## src/rtl/flash_arbiter.sv

```systemverilog
// Two-master round-robin arbiter in front of one flash controller port.
// Handles slave retry back-off, an optional retry limit, and owner aborts.
//
// state   | meaning
// --------+-------------------------------------------------------------
// IDLE    | no owner; a request registered on the previous edge is granted
// ISSUE   | s_stb_o high toward the flash controller for the current owner
// BACKOFF | owner waits out the retry delay with s_stb_o low
// DONE    | one-cycle completion slot; ack/err pulse, owner released
module flash_arbiter #(
    parameter int RETRY_DELAY = 64,
    parameter int MAX_RETRY   = 255
) (
    input  logic        clk_i,
    input  logic        rst_i,
    input  logic [23:0] m0_adr_i,
    input  logic [31:0] m0_dat_i,
    input  logic        m0_we_i,
    input  logic        m0_stb_i,
    output logic [31:0] m0_dat_o,
    output logic        m0_ack_o,
    output logic        m0_err_o,
    input  logic [23:0] m1_adr_i,
    input  logic [31:0] m1_dat_i,
    input  logic        m1_we_i,
    input  logic        m1_stb_i,
    output logic [31:0] m1_dat_o,
    output logic        m1_ack_o,
    output logic        m1_err_o,
    output logic [23:0] s_adr_o,
    output logic [31:0] s_dat_o,
    output logic        s_we_o,
    output logic        s_stb_o,
    input  logic [31:0] s_dat_i,
    input  logic        s_ack_i,
    input  logic        s_rty_i,
    output logic [1:0]  grant_o
);

    localparam int          TW         = (RETRY_DELAY > 2) ? $clog2(RETRY_DELAY) : 1;
    localparam logic [TW-1:0] DELAY_LOAD = (RETRY_DELAY > 1) ? TW'(RETRY_DELAY - 1) : '0;

    typedef enum logic [1:0] {
        IDLE    = 2'd0,
        ISSUE   = 2'd1,
        BACKOFF = 2'd2,
        DONE    = 2'd3
    } state_t;

    state_t        state, state_nxt;
    logic          owner, owner_nxt;
    logic          last, last_nxt;
    logic [7:0]    retry_cnt, retry_nxt;
    logic [TW-1:0] timer, timer_nxt;
    logic [1:0]    req_q;
    logic [1:0]    req;
    logic [1:0]    ack, ack_nxt;
    logic [1:0]    err, err_nxt;
    logic          cap;
    logic          owner_stb;
    logic [7:0]    retry_inc;
    logic          limit_hit;

    // Requests are registered before arbitration; the live strobe still gates
    // them so a master that has already withdrawn is never granted.
    assign req       = req_q & {m1_stb_i, m0_stb_i};
    assign owner_stb = owner ? m1_stb_i : m0_stb_i;
    assign retry_inc = (retry_cnt == 8'hFF) ? 8'hFF : retry_cnt + 8'd1;
    assign limit_hit = (MAX_RETRY != 0) && (int'(retry_inc) == MAX_RETRY);

    always_comb begin
        state_nxt = state;
        owner_nxt = owner;
        last_nxt  = last;
        retry_nxt = retry_cnt;
        timer_nxt = timer;
        ack_nxt   = 2'b00;
        err_nxt   = 2'b00;
        cap       = 1'b0;
        case (state)
            IDLE: begin
                if (req != 2'b00) begin
                    state_nxt = ISSUE;
                    retry_nxt = 8'd0;
                    timer_nxt = '0;
                    owner_nxt = (req == 2'b11) ? ~last : req[1];
                end
            end
            ISSUE: begin
                if (!owner_stb) begin
                    state_nxt = IDLE;
                    last_nxt  = owner;
                    retry_nxt = 8'd0;
                end else if (s_ack_i) begin
                    cap            = 1'b1;
                    ack_nxt[owner] = 1'b1;
                    state_nxt      = DONE;
                end else if (s_rty_i) begin
                    retry_nxt = retry_inc;
                    if (limit_hit) begin
                        err_nxt[owner] = 1'b1;
                        state_nxt      = DONE;
                    end else begin
                        timer_nxt = DELAY_LOAD;
                        state_nxt = BACKOFF;
                    end
                end
            end
            BACKOFF: begin
                if (!owner_stb) begin
                    state_nxt = IDLE;
                    last_nxt  = owner;
                    retry_nxt = 8'd0;
                end else if (timer == '0) begin
                    state_nxt = ISSUE;
                end else begin
                    timer_nxt = timer - TW'(1);
                end
            end
            DONE: begin
                state_nxt = IDLE;
                last_nxt  = owner;
                retry_nxt = 8'd0;
            end
            default: state_nxt = IDLE;
        endcase
    end

    always_ff @(posedge clk_i or posedge rst_i) begin
        if (rst_i) begin
            state     <= IDLE;
            owner     <= 1'b0;
            last      <= 1'b1;
            retry_cnt <= 8'd0;
            timer     <= '0;
            req_q     <= 2'b00;
            ack       <= 2'b00;
            err       <= 2'b00;
            m0_dat_o  <= 32'd0;
            m1_dat_o  <= 32'd0;
        end else begin
            state     <= state_nxt;
            owner     <= owner_nxt;
            last      <= last_nxt;
            retry_cnt <= retry_nxt;
            timer     <= timer_nxt;
            req_q     <= {m1_stb_i, m0_stb_i};
            ack       <= ack_nxt;
            err       <= err_nxt;
            if (cap && !owner) m0_dat_o <= s_dat_i;
            if (cap && owner)  m1_dat_o <= s_dat_i;
        end
    end

    assign m0_ack_o = ack[0];
    assign m1_ack_o = ack[1];
    assign m0_err_o = err[0];
    assign m1_err_o = err[1];

    // Strobe and grant decode straight from state so reset drops them at once.
    assign s_stb_o = (state == ISSUE);

    always_comb begin
        grant_o = 2'b00;
        if (state == ISSUE || state == BACKOFF) begin
            grant_o = owner ? 2'b10 : 2'b01;
        end
    end

    always_comb begin
        s_adr_o = 24'd0;
        s_dat_o = 32'd0;
        s_we_o  = 1'b0;
        if (grant_o[0]) begin
            s_adr_o = m0_adr_i;
            s_dat_o = m0_dat_i;
            s_we_o  = m0_we_i;
        end else if (grant_o[1]) begin
            s_adr_o = m1_adr_i;
            s_dat_o = m1_dat_i;
            s_we_o  = m1_we_i;
        end
    end

endmodule

```

## config.mk

```make
export PLATFORM = sky130hd
export DESIGN_NAME = flash_arbiter
export DESIGN_NICKNAME = d
export VERILOG_FILES = /design/src/rtl/flash_arbiter.sv
export SDC_FILE = /design/constraint.sdc
export NUM_CORES = 1
export LEC_CHECK = 0
export CORE_ASPECT_RATIO = 0.9
export CORE_MARGIN = 2
export CORE_UTILIZATION = 39
export DETAILED_ROUTE_END_ITERATION = 12
export PLACE_DENSITY = 0.9
export RECOVER_POWER = 50
export SLEW_MARGIN = 20
export SYNTH_ARGS = -nofsm -noshare
export SYNTH_HDL_FRONTEND = slang
export SYNTH_SLANG_ARGS = --single-unit
export TNS_END_PERCENT = 50
```

## constraint.sdc

```tcl
create_clock -name clk_i -period 3.7 [get_ports clk_i]
set_input_delay 0.925 -clock clk_i [delete_from_list [all_inputs] [get_ports clk_i]]
set_output_delay 0.925 -clock clk_i [all_outputs]
set_load 0.02 [all_outputs]
```

==> results.txt, run 1 <==
----------------------------------------------------
[Outcome]
  Outcome ... finished with violations
  Failing checks ... capacitance limit, slew limit

[Critical path]
  Crit-path max FO ... 1
  Slowest CP cell ... sky130_fd_sc_hd__clkdlybuf4s50_1
  Cell class contributing the biggest share of worst-path delay ... buffers and inverters
  Ordered cell list for the critical path ... clkdlybuf4s50_1, mux2i_1, nor2b_1, clkdlybuf4s50_1
  Number of buffers and inverters on the critical path ... 2
  CP Launch Point ... m1_adr_i[3]
  Required time worst endpoint ... around 2.8 ns
  Crit-path max cell delay ... about 0.56 ns
  Arrival time of the worst setup path ... roughly 2.4 ns
  Start-to-end type of the worst setup path ... in -> out
  Critical path depth ... 4
  Length in cells of the worst reg-to-reg path ... 8
  CP endpoint kind ... output port
  Kind of start point of the critical path ... input port
  FF-to-FF Start ... state[1]
  Most used cell, CP ... sky130_fd_sc_hd__clkdlybuf4s50_1

[Synth]
  Number of flops mapped to enable cells by yosys ... 0
  Synth unique cells ... 50
  Avg Synthesized Cell Area ... between 8 and 9 sq um
  Total of flip-flops plus latches after synthesis ... slightly below 90
  Post-synth top area share ... 45.1%
  Cell Area, Synth ... around 0.0048 sq mm
  Portion of the post-synthesis area used by sequential elements ... 45.6%
  Primary FF master, synth ... sky130_fd_sc_hd__dfrtp_1
  Count of warnings emitted by yosys ... 0
  Async SR Flop Fraction ... 100%
  Dominant cell type by area after synthesis ... sky130_fd_sc_hd__dfrtp_1
  Number of instances in the synthesized netlist ... 555
  Cells taking the most area after synthesis ... sky130_fd_sc_hd__dfrtp_1 45%, sky130_fd_sc_hd__nand2_1 16%, sky130_fd_sc_hd__mux2i_1 13%
  Net count of the mapped netlist ... a little over 700

[Timing]
  Slew HR ... -51.7%
  Fin. max-slew vios ... about 120
  Hold violation total from the final report ... 0
  Least setup slack across all paths after layout ... 0.375 ns
  Transition at the pin with the smallest max-transition slack ... around 2.3 ns
  F_max ... between 0.3 and 0.4 GHz
  Final sum of negative setup slack ... 0 ns
  RSZ-0062 raised after global routing ... no
  Time the worst path needs with I/O delays and setup ... about 3.3 ns
  Post-route clock period utilization ... about nine tenths
  Largest clock skew in the final design ... ~0.0050 ns
  Final setup viols ... 0

[CTS]
  Resized Gates After CTS ... 0
  Post-CTS clock slew at the launch and capture registers of the worst setup and hold paths ... about 0.06 ns
  Post-CTS repair timing setup buffer count ... 0
  CTS HTree Levels ... 3
  Count of clock tree sinks ... just under 90
  Worst-skew pair later-pin latency ... 0.34 ns
  Deepest clock path buffer count ... 2
  Clock buffers created by TritonCTS ... 9
  Post-cts hold buffer count ... 0
  TritonCTS clock tree ... done
  Clock Root Buffer ... sky130_fd_sc_hd__clkbuf_16

[Cells and area]
  Layout cells sized above 1 ... 3.97%
  Top library cells by usage in the layout, fill and taps aside ... 249 x sky130_fd_sc_hd__clkdlybuf4s50_1, 204 x sky130_fd_sc_hd__nand2_1, 86 x sky130_fd_sc_hd__dfrtp_1, 61 x sky130_fd_sc_hd__mux2i_1, 61 x sky130_fd_sc_hd__nor2b_1
  Core occupancy in the finished layout ... about 68%
  Final net count ... about 990
  Area added between synthesis and finish ... 68.9%
  Number of diodes added for antenna fixing ... 0
  Commonest non-fill, non-tap cell in the layout ... sky130_fd_sc_hd__clkdlybuf4s50_1
  Fill cell count ... about 960
  Filler-free cell count of the finished design ... 992
  Final design area excluding fillers ... roughly 0.0082 sq mm

[Power]
  Fraction of power spent switching nets ... a little over two fifths
  Net switching component of the power ... about 0.0031 W
  Int Power ... around 0.0041 W
  Power share of the combinational group ... 63.2%
  Portion of total power attributed to sequential cells ... between 20 and 25%
  Maximum vdd drop ... between 0.4 and 0.5 mV
  Power density over cell area ... a little under 900 mW/mm^2
  Clock network fraction of total power ... roughly 14%
  Leak pwr ... ~3.8 nW

[Global route]
  Total congestion overflow ... 0
  Pin count of the biggest net entering global routing ... 60
  Wire length of the first global-routing pass ... ~27 mm
  Global router's overall resource usage ... between 20% and 30%
  Number of antenna violations at the first check in global routing ... 0
  Vias in the first global route ... 4914

[Placed design]
  Area post-placement ... between 0.007 and 0.008 sq mm
  Pre-CTS worst setup slack ... between 0.4 and 0.5 ns
  Number of input and output port buffers inserted ... around 280
  Final estimated routing congestion in global placement ... between 0.8 and 0.9
  HPWL reported at the end of detailed placement ... between 10 and 15 mm
  Placed cells ... around 980

[Job]
  Max-Cap Viols ... 3

[Drt]
  Total number of vias ... just under 5000
  Detailed Route WL ... approximately 18 mm
  Antenna Nets Post-Route ... 0
  Length of the first detailed-routing pass in iterations ... 4
  Number of DRC violations after detailed routing ... 0
  Ratio of routed vias to standard cells ... between 5 and 6
  Average routed wire per standard cell ... 18.4 microns
  First-iteration detailed-routing DRC count ... around 310

[Worst hold path]
  Class of the worst hold path ... reg -> reg
  Hold-critical path depth ... 2
  Beginning of the worst hold path ... m0_dat_o[14]

[Die]
  Starting density of the core ... about two fifths
  Full die area ... 0.0133 sq mm
  Height of the die ... 110 microns
  Boundary Pins ... 280
  Core Area ... ~0.012 sq mm
  Die Width ... 121 microns
  Site row count ... 38

----------------------------------------------------
through the flow:
stage,power (W),hold WS (ns)
2_1_floorplan,0.00401,0.460
3_3_place_gp,0.00617,0.457
3_5_place_dp,0.00622,0.462
4_1_cts,0.00726,0.477
5_1_grt,0.00757,0.484
6_report,0.00716,0.466
area by class of cell:
class | count | area (sq um) | share of cell area (%)
Clock buffer | 11 | 253 | 3.10
Clock inverter | 4 | 77.6 | 0.951
Inverter | 11 | 42.5 | 0.521
Multi-Input combinational cell | 426 | 2460 | 30.2
Sequential cell | 88 | 2210 | 27.1
Tap cell | 160 | 200 | 2.45
Timing Repair Buffer | 292 | 2910 | 35.7
cells in the mapped netlist, drive strengths merged, types with 2 or more instances:
cell,count
a211o,3
a211oi,3
a21o,3
a21oi,10
a31oi,3
and2,2
buf,12
clkbuf,18
dfrtp,87
ha,7
inv,11
mux2i,61
nand2,204
nand3,7
nand4,5
nor2,13
nor2b,61
nor3,3
nor3b,3
o21a,2
o21ai,12
o31a,3
o31ai,2
cell families (layout without fill, tap and decap cells):
family,count (synthesis),after routing,share of synthesized area [%]
XOR/XNOR,1,1,0.181
multiplexers,62,62,13.0
flip-flops,88,88,45.6
AND/OR/NAND/NOR,305,305,28.6
buffers and inverters,41,318,3.37
adder cells (fa/ha/maj),7,7,1.81
AO/OA/AOI/OAI,51,51,7.49
metal layers:
metal / up-vias / track usage [%] / part of all wire (%)
li1: 2371 / - / -
met1: 2332 / 33.3 / 41
met2: 227 / 42.7 / 46
met3: 40 / 8.14 / 9.2
met4: 0 / 12.2 / 3.9
met5: - / 0 / 0
state kept, by name, indices dropped and copies added (netlist names):
register and count:
m0_dat_o 32, m1_dat_o 32, retry_cnt 8, timer 6
ack 2, err 2, req_q 2, state 2
last 1, owner 1
power by group through the flow:
stage / logic (W) / registers (W) / clock network (W)
after floorplan: 0.00200 / 0.00200 / 0
after global placement: 0.00452 / 0.00165 / 0
after detailed placement: 0.00456 / 0.00166 / 0
after CTS: 0.00459 / 0.00166 / 0.00101
after global routing: 0.00482 / 0.00170 / 0.00105
final: 0.00453 / 0.00165 / 0.000989
worst min-delay path, stage by stage, from the launching register on:
cell                      delay, ns
sky130_fd_sc_hd__dfrtp_1       0.33
sky130_fd_sc_hd__nand2_1       0.05
sky130_fd_sc_hd__nand2_1       0.06
path summary, 6_finish.rpt:
| check | endpoint | slack (ns) |
|---|---|---|
| max in group asynchronous | m0_dat_o[2] | 0.74 |
| setup / recovery | s_adr_o[3] | 0.38 |
| hold reg to reg | m0_dat_o[14] | 0.47 |
| hold / removal | m0_dat_o[14] | 0.47 |
| min in group asynchronous | req_q[1] | 1.65 |
| setup reg to reg | m1_dat_o[18] | 0.70 |
No activity file was read; power rests on OpenSTA's default activity.
==> run 2, diff against run 1 <==
--- a/config.mk
+++ b/config.mk
@@ -11,6 +11,7 @@
 export DETAILED_ROUTE_END_ITERATION = 12
 export PLACE_DENSITY = 0.9
 export RECOVER_POWER = 50
+export REMOVE_ABC_BUFFERS = 1
 export SLEW_MARGIN = 20
 export SYNTH_ARGS = -nofsm -noshare
 export SYNTH_HDL_FRONTEND = slang
==> run 2 against run 1 <==
Net effect: the flow still finishes with violations (capacitance limit, slew limit); critical path depth up 1; final area down 0.52%; clock power down 5.5%; cell count unchanged; clock-buffer cell count down 2; worst hold slack better by 0.0032 ns; setup slack better by 0.036 ns; first-iteration DRC count down 22%; critical endpoint is now s_adr_o[22]; largest cell class unchanged.
==> results.txt, run 2 (synthesis results as in run 1) <==
----------------------------------------------------
[Outcome]
  Outcome ... finished with violations (unchanged)
  Failing checks ... capacitance limit, slew limit (unchanged)

[Placed design]
  Final estimated routing congestion in global placement ... 0.853 (was 0.837)
  Placed cells ... 975 (was 977)
  HPWL reported at the end of detailed placement ... 13.1 mm (was 13.9 mm)
  Area post-placement ... 0.00781 sq mm (was 0.00785 sq mm)
  Number of input and output port buffers inserted ... 279 (unchanged)

[Power]
  Final Total Pwr ... 0.00693 W (was 0.00716 W)
  Power density over cell area ... 854 mW/mm^2 (was 878 mW/mm^2)
  Maximum vdd drop ... 0.525 mV (was 0.491 mV)
  Leak pwr ... 3.86 nW (was 3.84 nW)

[Cells and area]
  Registers with the most flip-flops ... m0_dat_o x32, m1_dat_o x32, retry_cnt x8 (unchanged)
  Area added between synthesis and finish ... 68.0% (was 68.9%)
  Commonest non-fill, non-tap cell in the layout ... sky130_fd_sc_hd__clkdlybuf4s50_1 (unchanged)
  Final design area excluding fillers ... 0.00812 sq mm (was 0.00816 sq mm)
  Fill cell count ... 979 (was 962)
  Layout cells sized above 1 ... 4.21% (was 3.97%)
  Final net count ... 985 (was 987)
  Filler-free cell count of the finished design ... 992 (unchanged)
  Top library cells by usage in the layout, fill and taps aside ... 218 x sky130_fd_sc_hd__clkdlybuf4s50_1, 204 x sky130_fd_sc_hd__nand2_1, 86 x sky130_fd_sc_hd__dfrtp_1, 61 x sky130_fd_sc_hd__mux2i_1, 61 x sky130_fd_sc_hd__nor2b_1 (was 249 x sky130_fd_sc_hd__clkdlybuf4s50_1, 204 x sky130_fd_sc_hd__nand2_1, 86 x sky130_fd_sc_hd__dfrtp_1, 61 x sky130_fd_sc_hd__mux2i_1, 61 x sky130_fd_sc_hd__nor2b_1)

[Die]
  Height of the die ... 110 microns (unchanged)
  Die Width ... 121 microns (unchanged)
  Full die area ... 0.0133 sq mm (unchanged)
  Boundary Pins ... 280 (unchanged)
  Starting density of the core ... 40.0% (unchanged)
  Site row count ... 38 (unchanged)
  Core Area ... 0.0121 sq mm (unchanged)

[Critical path]
  Ordered cell list for the critical path ... inv_1, ha_1, buf_4, nor2b_1, clkdlybuf4s50_1 (was clkdlybuf4s50_1, mux2i_1, nor2b_1, clkdlybuf4s50_1)
  Internal reg-to-reg setup slack ... 0.78 ns (was 0.70 ns)
  Start-to-end type of the worst setup path ... reg -> out (was in -> out)
  CP endpoint kind ... output port (unchanged)
  Crit-path max FO ... 42 (was 1)
  Cell class contributing the biggest share of worst-path delay ... buffers and inverters (unchanged)
  Crit-path max cell delay ... 0.70 ns (was 0.56 ns)
  Slowest CP cell ... sky130_fd_sc_hd__clkdlybuf4s50_1 (unchanged)
  FF-to-FF Start ... state[1] (unchanged)
  Required time worst endpoint ... 2.77 ns (about the same)
  R2R Path End ... m1_dat_o[24] (was m1_dat_o[18])
  Number of buffers and inverters on the critical path ... 3 (was 2)
  Length in cells of the worst reg-to-reg path ... 8 (unchanged)
  Kind of start point of the critical path ... flip-flop (was input port)
  Arrival time of the worst setup path ... 2.36 ns (was 2.40 ns)

[Global route]
  Total congestion overflow ... 0 (unchanged)
  Pin count of the biggest net entering global routing ... 53 (was 60)
  Vias in the first global route ... 4881 (was 4914)
  Wire length of the first global-routing pass ... 25.7 mm (was 26.8 mm)
  Global router's overall resource usage ... 25.1% (was 26.7%)
  Number of antenna violations at the first check in global routing ... 1 (was 0)

[Drt]
  Total number of vias ... 4939 (was 4970)
  Detailed Route WL ... 17.1 mm (was 18.3 mm)
  Detailed-routed wire length on met2 ... 8.21 mm (was 8.40 mm)
  Average routed wire per standard cell ... 17.2 microns (was 18.4 microns)
  Met3 wirelength from detailed routing ... 1.81 mm (was 1.68 mm)
  Antenna Nets Post-Route ... 0 (unchanged)
  First-iteration detailed-routing DRC count ... 243 (was 311)
  Number of DRC violations after detailed routing ... 0 (unchanged)
  Uppermost metal layer occupied by signal nets ... met4 (unchanged)
  Length of the first detailed-routing pass in iterations ... 4 (unchanged)
  Routed metal-1 wire length ... 6.59 mm (was 7.47 mm)
  Ratio of routed vias to standard cells ... 4.98 (was 5.01)

[Timing]
  Final setup viols ... 0 (unchanged)
  Hold violation total from the final report ... 0 (unchanged)
  F_max ... 0.304 GHz (was 0.301 GHz)
  Final sum of negative setup slack ... 0 ns (unchanged)
  Fin. max-slew vios ... 71 (was 121)
  Slew HR ... -11.6% (was -51.7%)
  RSZ-0062 raised after global routing ... no (unchanged)
  Time the worst path needs with I/O delays and setup ... 3.29 ns (was 3.32 ns)
  Post-route clock period utilization ... 88.9% (was 89.9%)
  Transition at the pin with the smallest max-transition slack ... 1.66 ns (was 2.26 ns)
  Largest clock skew in the final design ... 0.0131 ns (was 0.00501 ns)

[Worst hold path]
  Hold Path End ... m1_dat_o[8] (was m0_dat_o[14])
  Beginning of the worst hold path ... m1_dat_o[8] (was m0_dat_o[14])
  Class of the worst hold path ... reg -> reg (unchanged)
  Hold-critical path depth ... 2 (unchanged)

[CTS]
  Worst-skew pair later-pin latency ... 0.34 ns (about the same)
  CTS HTree Levels ... 3 (unchanged)
  Clock buffers created by TritonCTS ... 9 (unchanged)
  Resized Gates After CTS ... 0 (unchanged)
  Post-CTS repair timing setup buffer count ... 0 (unchanged)
  Post-cts hold buffer count ... 0 (unchanged)
  TritonCTS clock tree ... done (unchanged)
  Deepest clock path buffer count ... 2 (unchanged)
  Count of clock tree sinks ... 88 (unchanged)
  Post-CTS clock slew at the launch and capture registers of the worst setup and hold paths ... 0.06 ns (about the same)
  Clock Root Buffer ... sky130_fd_sc_hd__clkbuf_16 (unchanged)

[Job]
  Max-Cap Viols ... 2 (was 3)

----------------------------------------------------
==> run 2: cell count changes in the layout (fill, tap and decap cells not counted), sizes merged <==
cell / change
clkbuf: -7
bufinv: -1
clkinv: -2
diode: +1
buf: +2
clkdlybuf4s50: -31
dlygate4sd3: +32
inv: +4
clkinvlp: +2
==> run 2: layout make-up <==
| type | instances | area, sq um | area share, % |
|---|---|---|---|
| diodes | 1 | 2.50 | 0.0308 |
| clock buffers | 9 | 225 | 2.78 |
| clock inverters | 7 | 82.6 | 1.02 |
| inverters | 11 | 42.5 | 0.524 |
| multi-input cells | 426 | 2460 | 30.3 |
| flip-flops and latches | 88 | 2210 | 27.2 |
| well taps | 160 | 200 | 2.47 |
| repair buffers | 290 | 2890 | 35.7 |
==> run 2: tightest hold or removal path: stages (launching register included) <==
cell,delay (ns)
sky130_fd_sc_hd__dfrtp_1,0.34
sky130_fd_sc_hd__nand2_1,0.05
sky130_fd_sc_hd__nand2_1,0.05
==> run 2: worst max-delay path by stage <==
stage | start | to | slack (ns) | cells after the start
floorplan | owner | m1_dat_o[0] | -0.98 | 4
global placement | m1_adr_i[8] | s_adr_o[8] | 0.44 | 4
detailed placement | m1_adr_i[8] | s_adr_o[8] | 0.44 | 4
CTS | state[1] | s_adr_o[8] | 0.41 | 5
global route | state[1] | s_adr_o[22] | 0.24 | 5
finish | state[0] | s_adr_o[22] | 0.41 | 5
==> run 2: through the flow <==
| step | hold slack [ns] | worst slack, ns | util, % |
|---|---|---|---|
| after global routing | 0.487 | 0.240 | 67.2 |
| final | 0.470 | 0.411 | 67.2 |
| after floorplan | 0.460 | -0.978 | - |
| after global placement | 0.457 | 0.436 | 64.7 |
| after CTS | 0.477 | 0.407 | 67.2 |
| after detailed placement | 0.461 | 0.438 | 64.7 |
==> run 2: per-layer routing <==
layer  GRT usage, %  up-vias
met5              0        -
met4           9.44        0
met3           9.65       25
met2           42.3      210
met1           29.2     2329
li1               -     2375
==> run 2: power breakdown <==
part           switching, W  leakage, nW  internal [W]  total [W]
logic               0.00232         2.60       0.00201    0.00433
clock network      0.000400        0.145      0.000535   0.000935
registers          0.000305         1.12       0.00136    0.00167
==> run 3, diff against run 2 <==
--- a/config.mk
+++ b/config.mk
@@ -12,6 +12,7 @@
 export PLACE_DENSITY = 0.9
 export RECOVER_POWER = 50
 export REMOVE_ABC_BUFFERS = 1
+export SETUP_SLACK_MARGIN = 0.4
 export SLEW_MARGIN = 20
 export SYNTH_ARGS = -nofsm -noshare
 export SYNTH_HDL_FRONTEND = slang
==> run 3 against run 2 <==
Net effect: the flow still finishes with violations (capacitance limit, slew limit); fmax up 1.5%; critical endpoint unchanged; setup slack better by 0.049 ns; cell count up 0.10%; largest power group unchanged; global-route usage unchanged.
==> results.txt, run 3 (synthesis results as in run 1) <==
----------------------------------------------------
[Outcome]
  Outcome ... finished with violations (unchanged)
  Failing checks ... capacitance limit, slew limit (unchanged)

[Timing]
  Slew HR ... -12.5% (was -11.6%)
  F_max ... 0.309 GHz (was 0.304 GHz)
  Fin. max-slew vios ... 71 (unchanged)
  Transition at the pin with the smallest max-transition slack ... 1.68 ns (was 1.66 ns)
  Time the worst path needs with I/O delays and setup ... 3.24 ns (was 3.29 ns)
  Final sum of negative setup slack ... 0 ns (unchanged)
  Final setup viols ... 0 (unchanged)
  RSZ-0062 raised after global routing ... yes (was no)
  Post-route clock period utilization ... 87.6% (was 88.9%)
  Largest clock skew in the final design ... 0.0131 ns (about the same)
  Hold violation total from the final report ... 0 (unchanged)

[Drt]
  Antenna Nets Post-Route ... 0 (unchanged)
  Detailed Route WL ... 17.2 mm (was 17.1 mm)
  First-iteration detailed-routing DRC count ... 236 (was 243)
  Number of DRC violations after detailed routing ... 0 (unchanged)
  Total number of vias ... 4939 (unchanged)
  Length of the first detailed-routing pass in iterations ... 4 (unchanged)
  Ratio of routed vias to standard cells ... 4.97 (was 4.98)
  Average routed wire per standard cell ... 17.4 microns (was 17.2 microns)

[Critical path]
  Most used cell, CP ... sky130_fd_sc_hd__clkdlybuf4s50_1
  Arrival time of the worst setup path ... 2.31 ns (was 2.36 ns)
  Cell class contributing the biggest share of worst-path delay ... buffers and inverters (unchanged)
  Required time worst endpoint ... 2.77 ns (about the same)
  CP Launch Point ... m1_adr_i[22] (was state[0])
  Slowest CP cell ... sky130_fd_sc_hd__clkdlybuf4s50_1 (unchanged)
  CP endpoint kind ... output port (unchanged)
  Ordered cell list for the critical path ... clkdlybuf4s50_1, mux2i_1, nor2b_1, clkdlybuf4s50_1 (was inv_1, ha_1, buf_4, nor2b_1, clkdlybuf4s50_1)
  Crit-path max FO ... 1 (was 42)
  Start-to-end type of the worst setup path ... in -> out (was reg -> out)
  Kind of start point of the critical path ... input port (was flip-flop)
  FF-to-FF Start ... state[1] (unchanged)
  Crit-path max cell delay ... 0.69 ns (was 0.70 ns)
  Number of buffers and inverters on the critical path ... 2 (was 3)

[Global route]
  Number of antenna violations at the first check in global routing ... 1 (unchanged)
  Pin count of the biggest net entering global routing ... 53 (unchanged)
  Wire length of the first global-routing pass ... 25.7 mm (unchanged)
  Vias in the first global route ... 4881 (unchanged)
  Total congestion overflow ... 0 (unchanged)
  Global router's overall resource usage ... 25.1% (unchanged)

[CTS]
  Clock Root Buffer ... sky130_fd_sc_hd__clkbuf_16 (unchanged)
  CTS HTree Levels ... 3 (unchanged)
  Deepest clock path buffer count ... 2 (unchanged)
  Worst-skew pair later-pin latency ... 0.34 ns (about the same)
  Post-CTS clock slew at the launch and capture registers of the worst setup and hold paths ... 0.06 ns (about the same)
  TritonCTS clock tree ... done (unchanged)
  Count of clock tree sinks ... 88 (unchanged)
  Clock buffers created by TritonCTS ... 9 (unchanged)

[Cells and area]
  Filler-free cell count of the finished design ... 993 (was 992)
  Final net count ... 986 (was 985)
  Layout cells sized above 1 ... 4.33% (was 4.21%)
  Registers with the most flip-flops ... m0_dat_o x32, m1_dat_o x32, retry_cnt x8 (unchanged)
  Area of the multi-input gates ... 0.00246 sq mm (unchanged)
  Area added between synthesis and finish ... 69.2% (was 68.0%)
  FF/Latch Area ... 0.00221 sq mm (unchanged)
  Final design area excluding fillers ... 0.00817 sq mm (was 0.00812 sq mm)
  Fill cell count ... 972 (was 979)
  Commonest non-fill, non-tap cell in the layout ... sky130_fd_sc_hd__clkdlybuf4s50_1 (unchanged)
  Top library cells by usage in the layout, fill and taps aside ... 207 x sky130_fd_sc_hd__clkdlybuf4s50_1, 204 x sky130_fd_sc_hd__nand2_1, 86 x sky130_fd_sc_hd__dfrtp_1, 61 x sky130_fd_sc_hd__mux2i_1, 61 x sky130_fd_sc_hd__nor2b_1 (was 218 x sky130_fd_sc_hd__clkdlybuf4s50_1, 204 x sky130_fd_sc_hd__nand2_1, 86 x sky130_fd_sc_hd__dfrtp_1, 61 x sky130_fd_sc_hd__mux2i_1, 61 x sky130_fd_sc_hd__nor2b_1)

[Die]
  Starting density of the core ... 40.0% (unchanged)
  Core Area ... 0.0121 sq mm (unchanged)
  Site row count ... 38 (unchanged)
  Height of the die ... 110 microns (unchanged)
  Boundary Pins ... 280 (unchanged)
  Full die area ... 0.0133 sq mm (unchanged)
  Die Width ... 121 microns (unchanged)

[Worst hold path]
  Beginning of the worst hold path ... m0_dat_o[7] (was m1_dat_o[8])
  Class of the worst hold path ... reg -> reg (unchanged)

[Power]
  Power density over cell area ... 852 mW/mm^2 (was 854 mW/mm^2)
  Maximum vdd drop ... 0.524 mV (was 0.525 mV)
  Leak pwr ... 4.03 nW (was 3.86 nW)

[Placed design]
  HPWL reported at the end of detailed placement ... 13.1 mm (unchanged)
  Number of input and output port buffers inserted ... 279 (unchanged)
  Placed cells ... 975 (unchanged)
  Final estimated routing congestion in global placement ... 0.853 (unchanged)
  Area post-placement ... 0.00781 sq mm (unchanged)

[Job]
  Max-Cap Viols ... 2 (unchanged)

----------------------------------------------------
-- run 3: changes by cell type in the layout (fill, tap and decap cells not counted) --
| cell | delta |
|---|---|
| sky130_fd_sc_hd__buf_6 | +1 |
| sky130_fd_sc_hd__clkdlybuf4s50_1 | -11 |
| sky130_fd_sc_hd__buf_4 | -1 |
| sky130_fd_sc_hd__dlymetal6s2s_1 | +11 |
| sky130_fd_sc_hd__buf_16 | +1 |
-- run 3: worst reg2reg max path: stages, from the launching register on --
cell                       delay [ns]
sky130_fd_sc_hd__dfrtp_1         0.42
sky130_fd_sc_hd__inv_1           0.12
sky130_fd_sc_hd__ha_1            0.38
sky130_fd_sc_hd__nand4_1         0.14
sky130_fd_sc_hd__buf_4           0.28
sky130_fd_sc_hd__inv_1           0.09
sky130_fd_sc_hd__clkbuf_1        1.12
sky130_fd_sc_hd__nand2_1         0.19
sky130_fd_sc_hd__nand2_1         0.12
-- run 3: where the power goes --
group | internal, W | total (W) | leakage, nW | switching (W)
Combinational | 0.00203 | 0.00439 | 2.77 | 0.00236
Sequential | 0.00136 | 0.00164 | 1.12 | 0.000277
Clock | 0.000535 | 0.000934 | 0.145 | 0.000399
Total | 0.00393 | 0.00697 | 4.03 | 0.00304
-- run 3: stage by stage --
step | util (%) | hold WS, ns | total power, W | worst slack [ns]
after floorplan | - | 0.460 | 0.00399 | -0.978
after global placement | 64.7 | 0.457 | 0.00606 | 0.436
after detailed placement | 64.7 | 0.461 | 0.00614 | 0.438
after CTS | 67.2 | 0.477 | 0.00710 | 0.407
after global routing | 67.7 | 0.487 | 0.00738 | 0.266
final | 67.7 | 0.469 | 0.00697 | 0.460
-- run 3: cell type report --
cell class / instances / share of cell area [%]
repair buffers: 291 / 36.1
multi-input cells: 426 / 30.1
flip-flops and latches: 88 / 27.0
clock buffers: 9 / 2.76
well taps: 160 / 2.45
clock inverters: 7 / 1.01
inverters: 11 / 0.520
diodes: 1 / 0.0306
-- run 3: what timing repair did --
item                                    4_1_cts  5_1_grt
resized for setup                             0       12
endpoints found under the setup margin        0       45
hold buffers                                  0        0
buffers inserted                              0        1
-- run 3: worst paths after layout --
| kind | to | slack (ns) | cells after the start |
|---|---|---|---|
| worst max-delay path | s_adr_o[22] | 0.46 | 4 |
| worst min-delay path | m0_dat_o[7] | 0.47 | 2 |
| worst max register to register | m1_dat_o[24] | 0.78 | 8 |
| worst min register to register | m0_dat_o[7] | 0.47 | 2 |
| max in group asynchronous | owner | 1.31 | 2 |
| min in group asynchronous | retry_cnt[6] | 1.46 | 2 |
-- run 3: per-layer routing --
| layer | part of all wire [%] | vias up | global-route usage (%) |
|---|---|---|---|
| li1 | - | 2371 | - |
| met1 | 39 | 2350 | 29.2 |
| met2 | 49 | 197 | 42.3 |
| met3 | 10 | 21 | 9.65 |
| met4 | 2.3 | 0 | 9.44 |
| met5 | 0 | - | 0 |
